==> config.mk <==
export PLATFORM = sky130hd
export DESIGN_NAME = imm_ext_arbiter
export DESIGN_NICKNAME = d
export VERILOG_FILES = /design/src/rtl/imm_ext_pkg.sv /design/src/rtl/imm_ext_core.sv /design/src/rtl/imm_ext_arbiter.sv
export SDC_FILE = /design/constraint.sdc
export NUM_CORES = 1
export LEC_CHECK = 0
export CORE_UTILIZATION = 45
export DETAILED_ROUTE_END_ITERATION = 10
export PLACE_DENSITY = 0.76
export RECOVER_POWER = 50
export SETUP_SLACK_MARGIN = 0.05
export SLEW_MARGIN = 20
export SYNTH_ARGS = -nofsm -noshare
export SYNTH_HDL_FRONTEND = slang
export SYNTH_SLANG_ARGS = --single-unit
export TNS_END_PERCENT = 1
==> constraint.sdc <==
create_clock -name clk -period 5.3 [get_ports clk]
set_clock_uncertainty 0.1 [all_clocks]
set_input_delay 1.59 -clock clk [delete_from_list [all_inputs] [get_ports clk]]
set_output_delay 1.59 -clock clk [all_outputs]
set_load 0.01 [all_outputs]
==> src/rtl/imm_ext_pkg.sv <==
// imm_ext_pkg
//   Shared definitions for the immediate-extension arbiter slice:
//   - format-code constants selecting how the 26-bit immediate field is
//     extended to 64 bits
//   - arbiter state encoding
package imm_ext_pkg;

   localparam logic [2:0] FMT_I    = 3'b000;  // zero-extend I[21:10]
   localparam logic [2:0] FMT_D    = 3'b001;  // sign-extend I[20:12]
   localparam logic [2:0] FMT_B    = 3'b010;  // sign-extend {I[25:0], 2'b0}
   localparam logic [2:0] FMT_CB   = 3'b011;  // sign-extend {I[23:5], 2'b0}
   localparam logic [2:0] FMT_MOV0 = 3'b100;  // I[20:5] at [15:0]
   localparam logic [2:0] FMT_MOV1 = 3'b101;  // I[20:5] at [31:16]
   localparam logic [2:0] FMT_MOV2 = 3'b110;  // I[20:5] at [47:32]
   localparam logic [2:0] FMT_MOV3 = 3'b111;  // I[20:5] at [63:48]

   typedef enum logic [1:0] {
      ARB_IDLE  = 2'd0,
      ARB_LOCK0 = 2'd1,
      ARB_LOCK1 = 2'd2
   } arb_state_t;

endpackage

==> src/rtl/imm_ext_core.sv <==
// imm_ext_core
//   Purely combinational immediate extension.
//   Ports:
//     imm  in  26 : instruction bits [25:0]
//     ctrl in   3 : format code (see imm_ext_pkg FMT_*)
//     ext  out 64 : extended immediate
module imm_ext_core
   import imm_ext_pkg::*;
(
   input  logic [25:0] imm,
   input  logic [2:0]  ctrl,
   output logic [63:0] ext
);

   always_comb begin
      ext = '0;
      case (ctrl)
         FMT_I:    ext = {52'b0, imm[21:10]};
         FMT_D:    ext = {{55{imm[20]}}, imm[20:12]};
         FMT_B:    ext = {{36{imm[25]}}, imm[25:0], 2'b00};
         FMT_CB:   ext = {{43{imm[23]}}, imm[23:5], 2'b00};
         FMT_MOV0: ext = {48'b0, imm[20:5]};
         FMT_MOV1: ext = {32'b0, imm[20:5], 16'b0};
         FMT_MOV2: ext = {16'b0, imm[20:5], 32'b0};
         FMT_MOV3: ext = {imm[20:5], 48'b0};
         default:  ext = '0;
      endcase
   end

endmodule

==> src/rtl/imm_ext_arbiter.sv <==
// imm_ext_arbiter
//   Shares one imm_ext_core between port 0 (decode) and port 1
//   (branch target). Round-robin arbitration with locked bursts, and a
//   single registered valid/ready result stage.
//   Ports:
//     clk, rst            : clock, asynchronous active-high reset
//     req_valid/req_ready : per-port request handshake (2 bits each)
//     req_imm0/1, req_ctrl0/1, req_tag0/1 : per-port request payload
//     req_lock            : per-port "keep grant after this beat"
//     out_valid/out_ready : result handshake
//     out_imm, out_port, out_tag : result payload
module imm_ext_arbiter
   import imm_ext_pkg::*;
#(
   parameter int TAGW = 4
) (
   input  logic            clk,
   input  logic            rst,
   input  logic [1:0]      req_valid,
   output logic [1:0]      req_ready,
   input  logic [25:0]     req_imm0,
   input  logic [25:0]     req_imm1,
   input  logic [2:0]      req_ctrl0,
   input  logic [2:0]      req_ctrl1,
   input  logic [1:0]      req_lock,
   input  logic [TAGW-1:0] req_tag0,
   input  logic [TAGW-1:0] req_tag1,
   output logic            out_valid,
   input  logic            out_ready,
   output logic [63:0]     out_imm,
   output logic            out_port,
   output logic [TAGW-1:0] out_tag
);

   arb_state_t state;
   logic       last_grant;
   logic       slot_free;
   logic [1:0] grant;
   logic       sel;
   logic [25:0] sel_imm;
   logic [2:0]  sel_ctrl;
   logic [63:0] ext;

   // Grant is one-hot or zero; it doubles as req_ready.
   always_comb begin
      slot_free = !out_valid || out_ready;
      grant     = '0;
      if (!rst && slot_free) begin
         case (state)
            ARB_IDLE: begin
               if (req_valid[0] && req_valid[1])
                  grant = last_grant ? 2'b01 : 2'b10;
               else
                  grant = req_valid;
            end
            ARB_LOCK0: grant = {1'b0, req_valid[0]};
            ARB_LOCK1: grant = {req_valid[1], 1'b0};
            default:   grant = '0;
         endcase
      end
   end

   assign req_ready = grant;
   assign sel       = grant[1];
   assign sel_imm   = sel ? req_imm1  : req_imm0;
   assign sel_ctrl  = sel ? req_ctrl1 : req_ctrl0;

   imm_ext_core u_core (
      .imm  (sel_imm),
      .ctrl (sel_ctrl),
      .ext  (ext)
   );

   always_ff @(posedge clk or posedge rst) begin
      if (rst) begin
         state      <= ARB_IDLE;
         last_grant <= 1'b1;
         out_valid  <= 1'b0;
         out_imm    <= '0;
         out_port   <= 1'b0;
         out_tag    <= '0;
      end else if (|grant) begin
         out_valid  <= 1'b1;
         out_imm    <= ext;
         out_port   <= sel;
         out_tag    <= sel ? req_tag1 : req_tag0;
         last_grant <= sel;
         // In a LOCKn state only port n can be granted, so this also
         // covers the lock=0 exit back to IDLE.
         if (req_lock[sel])
            state <= sel ? ARB_LOCK1 : ARB_LOCK0;
         else
            state <= ARB_IDLE;
      end else if (out_ready) begin
         out_valid <= 1'b0;
      end
   end

endmodule

# Yosys cells after proc, flatten, opt, wreduce, memory -nomap -nowiden
# Cells that the tools add are included.
# classes
muxes	14
eq_ne	9
order_cmp	1
n_reduce_logical	9
# op_table
operator	count
$pmux W64 S8	1
$mux W26	1
$eq A3 B3 Y1 const B	4
$mux W2	5
$eq A3 B2 Y1 const B	2
$pmux W2 S3	1
$mux W1	4
$mux W4	1
$eq A3 B1 Y1 const B	1
$logic_not A3 Y1	1
$mux W3	1
$eq A2 B1 Y1 const B	1
$eq A2 B2 Y1 const B	1
$logic_and A1 B1 Y1	2
$logic_not A1 Y1	2
$logic_not A2 Y1	1
$lt A1 B2 Y1 const B	1
$reduce_bool A2 Y1	1
$reduce_or A2 Y1	1
$logic_or A1 B1 Y1	1
# word_totals
in_bits	73
out_inout_bits	72
regBits	73
wordCells	39

# Depth between registers and ports, before layout
# Gate-level depths: netlist of run 1.
# logic_depth
depth_word	7
depth_mapped	9
ltp_nobuf	6

# Hierarchy
# A second synthesis of run 1 with hierarchy kept.
# hier_totals
cells_unflattened	560
area_unflattened_um2	4436.8
# by_module_without_submodules
mod	seq_area_each_um2	cells_per_inst	area_each_um2	n_inst
imm_ext_arbiter	1828.0	340	3199.3	1
imm_ext_core	0.0	220	1237.4	1

# Worst setup path after synthesis of run 1
# Ideal clock, no wire load.
# synth_path
kind	input -> output
start	input port rst
end	output port req_ready[0]
cell_stages	7
t_required_ps	3610
slack_ps	56
arrival_time_ps	3554
path_buffers	3
cell_sequence	inv_2 > nand4_2 > inv_2 > buf_4 > buf_2 > buf_2 > nor2_1
# synth_between
elab_chain_len	3
# synth_rtl
item	line_no	rtl
start: declaration	imm_ext_arbiter.sv:18	input logic rst,
$logic_not A1 Y1 (no line)	n/a	
$logic_and A1 B1 Y1	imm_ext_arbiter.sv:48	if (!rst && slot_free) begin
$mux W2	imm_ext_arbiter.sv:48	
end: declaration	imm_ext_arbiter.sv:20	output logic [1:0] req_ready,
# No other way between the ends.

# Worst setup path in the final report of run 1
# layout_path
start	input port rst
end	output port req_ready[1]
# Same word-level chain as after synthesis.

==> results of run 1 <==
==> cells in the final DEF (no fill, tap or decap), drive strengths merged, types with 5 or more instances in the layout <==
cell type / n
mux2i: 31
a211oi: 9
o22ai: 5
clkbuf: 10
nand2b: 6
o21ai: 13
clkdlybuf4s50: 109
nor2: 11
mux2: 10
nor3: 7
nor2b: 17
nand3: 30
o211ai: 35
dlygate4sd3: 35
a21oi: 9
o221a: 8
o311ai: 5
o2111ai: 9
o32ai: 8
dfrtp: 72
inv: 9
nor3b: 7
nand2: 64
a221oi: 15
buf: 21
a22o: 36
==> routing by layer <==
metal	vias up	wire, um	GRT usage (%)
li1	2182	-	-
met1	2335	7150	42.1
met2	294	7730	48.2
met3	51	1370	6.08
met4	0	561	13.7
met5	-	0	0
==> registers in the layout (all words and copies together), names as in the netlist <==
signal / count
state: 2
out_port: 1
out_imm: 64
out_valid: 1
last_grant: 1
out_tag: 4
==> metrics by stage <==
step	cells	total power, mW	hold slack (ps)	instance area, sq um
after floorplan	496	1.59	352	4710
after global placement	747	2.26	371	6240
after detailed placement	747	2.29	368	6240
after CTS	763	2.75	392	6440
after global routing	763	2.85	418	6440
final	763	2.69	387	6440
==> logic make-up (layout without fill, tap and decap cells) <==
kind of cell	after synthesis	after routing	share of synthesized area, %
compound gates	167	167	29.1
simple gates	160	160	17.2
flops	73	73	38.8
buf+inv	55	189	5.66
mux	41	41	9.14
==> worst max-delay path: stages <==
cell and delay (ps):
dlygate4sd3_1 610, inv_1 240, nand4_2 160, inv_2 150, clkdlybuf4s50_1 550
==> final cells by class <==
class	count	area [sq um]	area share [%]
Timing Repair Buffer	166	1600	24.9
Clock inverter	7	77.6	1.20
Clock buffer	9	124	1.92
Inverter	7	26.3	0.408
Multi-Input combinational cell	368	2610	40.6
Sequential cell	73	1830	28.4
Tap cell	133	166	2.58
==> report_power, final <==
group	switching, mW	internal [mW]
combinational	0.608	0.686
sequential	0.142	0.802
clock	0.236	0.222
==> final timing paths <==
path	startpoint	endpoint	slack [ps]	depth (start not counted)
worst max-delay path	rst	req_ready[1]	300	5
worst min-delay path	out_port	out_port	390	2
worst max register to register	state[0]	out_imm[38]	2220	8
worst min register to register	out_port	out_port	390	2
max in group asynchronous	rst	out_imm[22]	1490	3
min in group asynchronous	rst	state[1]	1600	2
==> flow_summary.yaml, run 1 <==
sta:
  setup_violations: 0
  layout_setup_ws_ps: 303
  finalCritPeriodShare_pct: 94.3
  rsz0062_at_grt: "no"
  clock.fmax_mhz: 200
  period_minus_slack_ps: 5000
  slew_violations: 73
  setup_tns_ps: 0
  tightest_slew_ps: 1780
  report.final.hold_viol_count: 0
  relSlewSlack_pct: -18.5
critical_path:
  cp-start-kind: "primary input"
  worst-setup-path-type: "primary input to output port"
  endpoint_kind: "output port"
  cp_max_fo: 7
  required_ps: 3610
  cp_data_arrival_time_ps: 3310
synthesis:
  synthArstFlopShare_pct: 100
  synth_edf_count: 0
  synth-main-ff-cell: "dfrtp_1"
  netlist_instances: 496
  post_synth_num_cell_types: 58
  ys_top_cells_by_count: "72 x dfrtp_1, 64 x nand2_1, 36 x a22o_1"
  synth_warnings: 0
  synth.largest_area_cell: "dfrtp_1"
  synth_area_sq_mm: 0.00471
  synth_top_area_share_pct: 38.3
  avgSynthCellArea_sq_um: 9.49
  yosysSeqAreaShare_pct: 38.8
  synth-seq-cells: 73
  synthTopCellsByArea: "dfrtp_1 38%, a22o_1 6.7%, mux2i_1 6.2%"
  synth_nets: 569
  yosysMostFrequentCell: "dfrtp_1"
global_routing:
  grt_overflow: 0
  antenna_found_initial: 0
  grt_usage_pct: 31.2
  grt_max_degree: 73
  grt_pass1_wl_um: 26500
  grt_pass1_vias: 4812
run_status:
  violations: "capacitance limit, slew limit"
  status: "complete, but fails checks"
placement:
  place_ws_ps: 496
  dp_hpwl_um: 12000
  gp_congestion: 0.972
  portBuffers: 144
floorplanning:
  die_area_sq_mm: 0.0109
  die_y_um: 104
  rows: 36
  ios: 145
  die_w_um: 104
  core_area_sq_mm: 0.00995
  initial_core_util_pct: 47.3
layout:
  area_delta_synth_final_pct: 36.8
  fill_cells: 859
  nNetsFinal: 698
  drive_above_1_share_pct: 10.3
  fin_util_pct: 64.7
  diodes: 0
power:
  leakage_nw: 2.63
  cellPowerDensity_mw_per_mm2: 418
  ir_drop_uv: 285
drt:
  wl_per_cell_um: 22.0
  vias_per_cell: 6.37
  drt_iter0_drc: 431
  drc: 0
  dr.pass1.iters: 5
  routed_wl_um: 16800
  ant_nets: 0
  vias: 4862
clock_tree:
  cts.clk_slew.worst_paths_ps: 90
  cts.path.max_buffers: 2
  cts_tree: "built"
  cts_root_buf: "clkbuf_8"
  cts.sinks: 73
  cts_buffers: 9
  cts_resized: 0
  htreeDepth: 3
  clk_latency_ps: 350
  cts_hold_buf: 0
  post_cts_buffers: 0
min_path:
  hold_path_class: "register to register"
flow_run:
  maxCapViolCount: 1
Note: power is estimated with default switching activity, not from simulation.
==> run 2, diff against run 1 <==
==> constraint.sdc (replaced) <==
create_clock -name clk -period 5.5 [get_ports clk]
set_clock_uncertainty 0.1 [all_clocks]
set_input_delay 1.65 -clock clk [delete_from_list [all_inputs] [get_ports clk]]
set_output_delay 1.65 -clock clk [all_outputs]
set_load 0.01 [all_outputs]
==> flow_summary.yaml, run 2 (synthesis results as in run 1) <==
run_status:
  status: "finished clean"
layout:
  top_register: "out_imm"
  nNetsFinal: 693
  diodes: 0
  mostFrequentLayoutCells: "73 x clkdlybuf4s50_1, 72 x dfrtp_1, 71 x dlygate4sd3_1"
  final_common_cell: "clkdlybuf4s50_1"
  reg_top3: "out_imm (64), out_tag (4), state (2)"
  stdcell_area_sq_mm: 0.00638
  fin_util_pct: 64.1
  largest_reg_flops: 64
  drive_above_1_share_pct: 9.44
  area_delta_synth_final_pct: 35.6
  fill_cells: 855
critical_path:
  rr_worst_depth: 7
  cp-start-kind: "primary input"
  cp_data_arrival_time_ps: 3360
  cpPeakStageDelay_ps: 550
  worst-setup-path-type: "primary input to output port"
  r2r_setup_slack_ps: 2430
  endpoint_kind: "output port"
  cp_cell_sequence: "dlygate4sd3_1 > inv_1 > nand4_2 > inv_2 > clkdlybuf4s50_1"
  cp_max_fo: 7
  cp_slowest_cell: "clkdlybuf4s50_1"
  required_ps: 3750
power:
  p_switching_mw: 0.958
  ir_drop_uv: 222
  leakage_nw: 2.65
  p_sw_share_pct: 38.0
  clockPowerShare_pct: 16.4
  seqPwrFrac_pct: 35.9
  combPwrFrac_pct: 47.7
  cellPowerDensity_mw_per_mm2: 395
  internal_power_mw: 1.57
sta:
  slew_violations: 0
  finalCritPeriodShare_pct: 92.9
  tightest_slew_ps: 1280
  rsz0062_at_grt: "no"
  relSlewSlack_pct: 14.7
  setup_violations: 0
  clock.fmax_mhz: 196
  period_minus_slack_ps: 5110
  report.final.hold_viol_count: 0
  setup_tns_ps: 0
placement:
  gp_congestion: 1.01
  dp_hpwl_um: 12400
  portBuffers: 144
  placed_area_sq_mm: 0.00620
clock_tree:
  cts.path.max_buffers: 2
  post_cts_buffers: 0
  cts.clk_slew.worst_paths_ps: 90
  cts.sinks: 73
  cts_hold_buf: 0
  cts_tree: "built"
  clk_latency_ps: 340
  cts_resized: 0
  cts_buffers: 9
  htreeDepth: 3
  cts_root_buf: "clkbuf_8"
global_routing:
  grt_max_degree: 62
  use_met3_pct: 5.26
  busiest_layer: "met2"
  grt_overflow: 0
  global_route.usage.met2_pct: 49.7
  use_met1_pct: 43.3
  grt_usage_pct: 31.8
  grt_pass1_wl_um: 27100
  grt_pass1_vias: 4856
  antenna_found_initial: 0
drt:
  vias_per_cell: 6.49
  dr.pass1.iters: 5
  wl_per_cell_um: 22.7
  ant_nets: 0
  vias: 4919
  routed_wl_um: 17200
  drc: 0
  drt_iter0_drc: 439
floorplanning:
  die_w_um: 104
  rows: 36
  ios: 145
  die_area_sq_mm: 0.0109
  core_area_sq_mm: 0.00995
  initial_core_util_pct: 47.3
  die_y_um: 104
min_path:
  whs_path_depth: 2
  hold_path_class: "register to register"
flow_run:
  maxCapViolCount: 0
-- run 2: worst paths after layout --
| kind | to | startpoint |
|---|---|---|
| max in group asynchronous | out_imm[52] | rst |
| min | last_grant | last_grant |
| max reg2reg | out_imm[4] | state[0] |
| min in group asynchronous | out_imm[7] | rst |
| min reg2reg | last_grant | last_grant |
| max | req_ready[1] | rst |
-- run 2: cell type report --
type | count | area [sq um] | area share (%)
multi-input combinational | 368 | 2610 | 40.9
sequential | 73 | 1830 | 28.6
timing repair buffer | 161 | 1560 | 24.5
tap | 133 | 166 | 2.61
clock buffer | 10 | 138 | 2.16
clock inverter | 6 | 50.0 | 0.784
inverter | 7 | 26.3 | 0.412
-- run 2: per-layer routing --
layer,share of wire [%],up-vias
li1,-,2168
met3,7.2,47
met4,3.6,0
met2,46,273
met1,43,2431
met5,0,-
-- run 2: worst max-delay path: cells and delay by family --
kind,cells,cell delay (ps)
buffers and inverters,4,1540
AND/OR/NAND/NOR,1,160
-- run 2: power by group through the flow --
stage,clock (mW),sequential [mW],combinational (mW)
global route,0.438,0.939,1.29
global placement,0,0.920,1.26
finish,0.414,0.907,1.20
CTS,0.416,0.918,1.29
detailed placement,0,0.927,1.28
floorplan,0,1.01,0.522
-- run 2: per-stage QoR --
step | hold WS [ps] | setup WS, ps | instances | total power [mW]
after floorplan | 352 | 136 | 496 | 1.53
after global placement | 368 | 610 | 742 | 2.18
after detailed placement | 373 | 574 | 742 | 2.21
after CTS | 403 | 568 | 758 | 2.62
after global routing | 420 | 284 | 758 | 2.67
final | 401 | 389 | 758 | 2.52
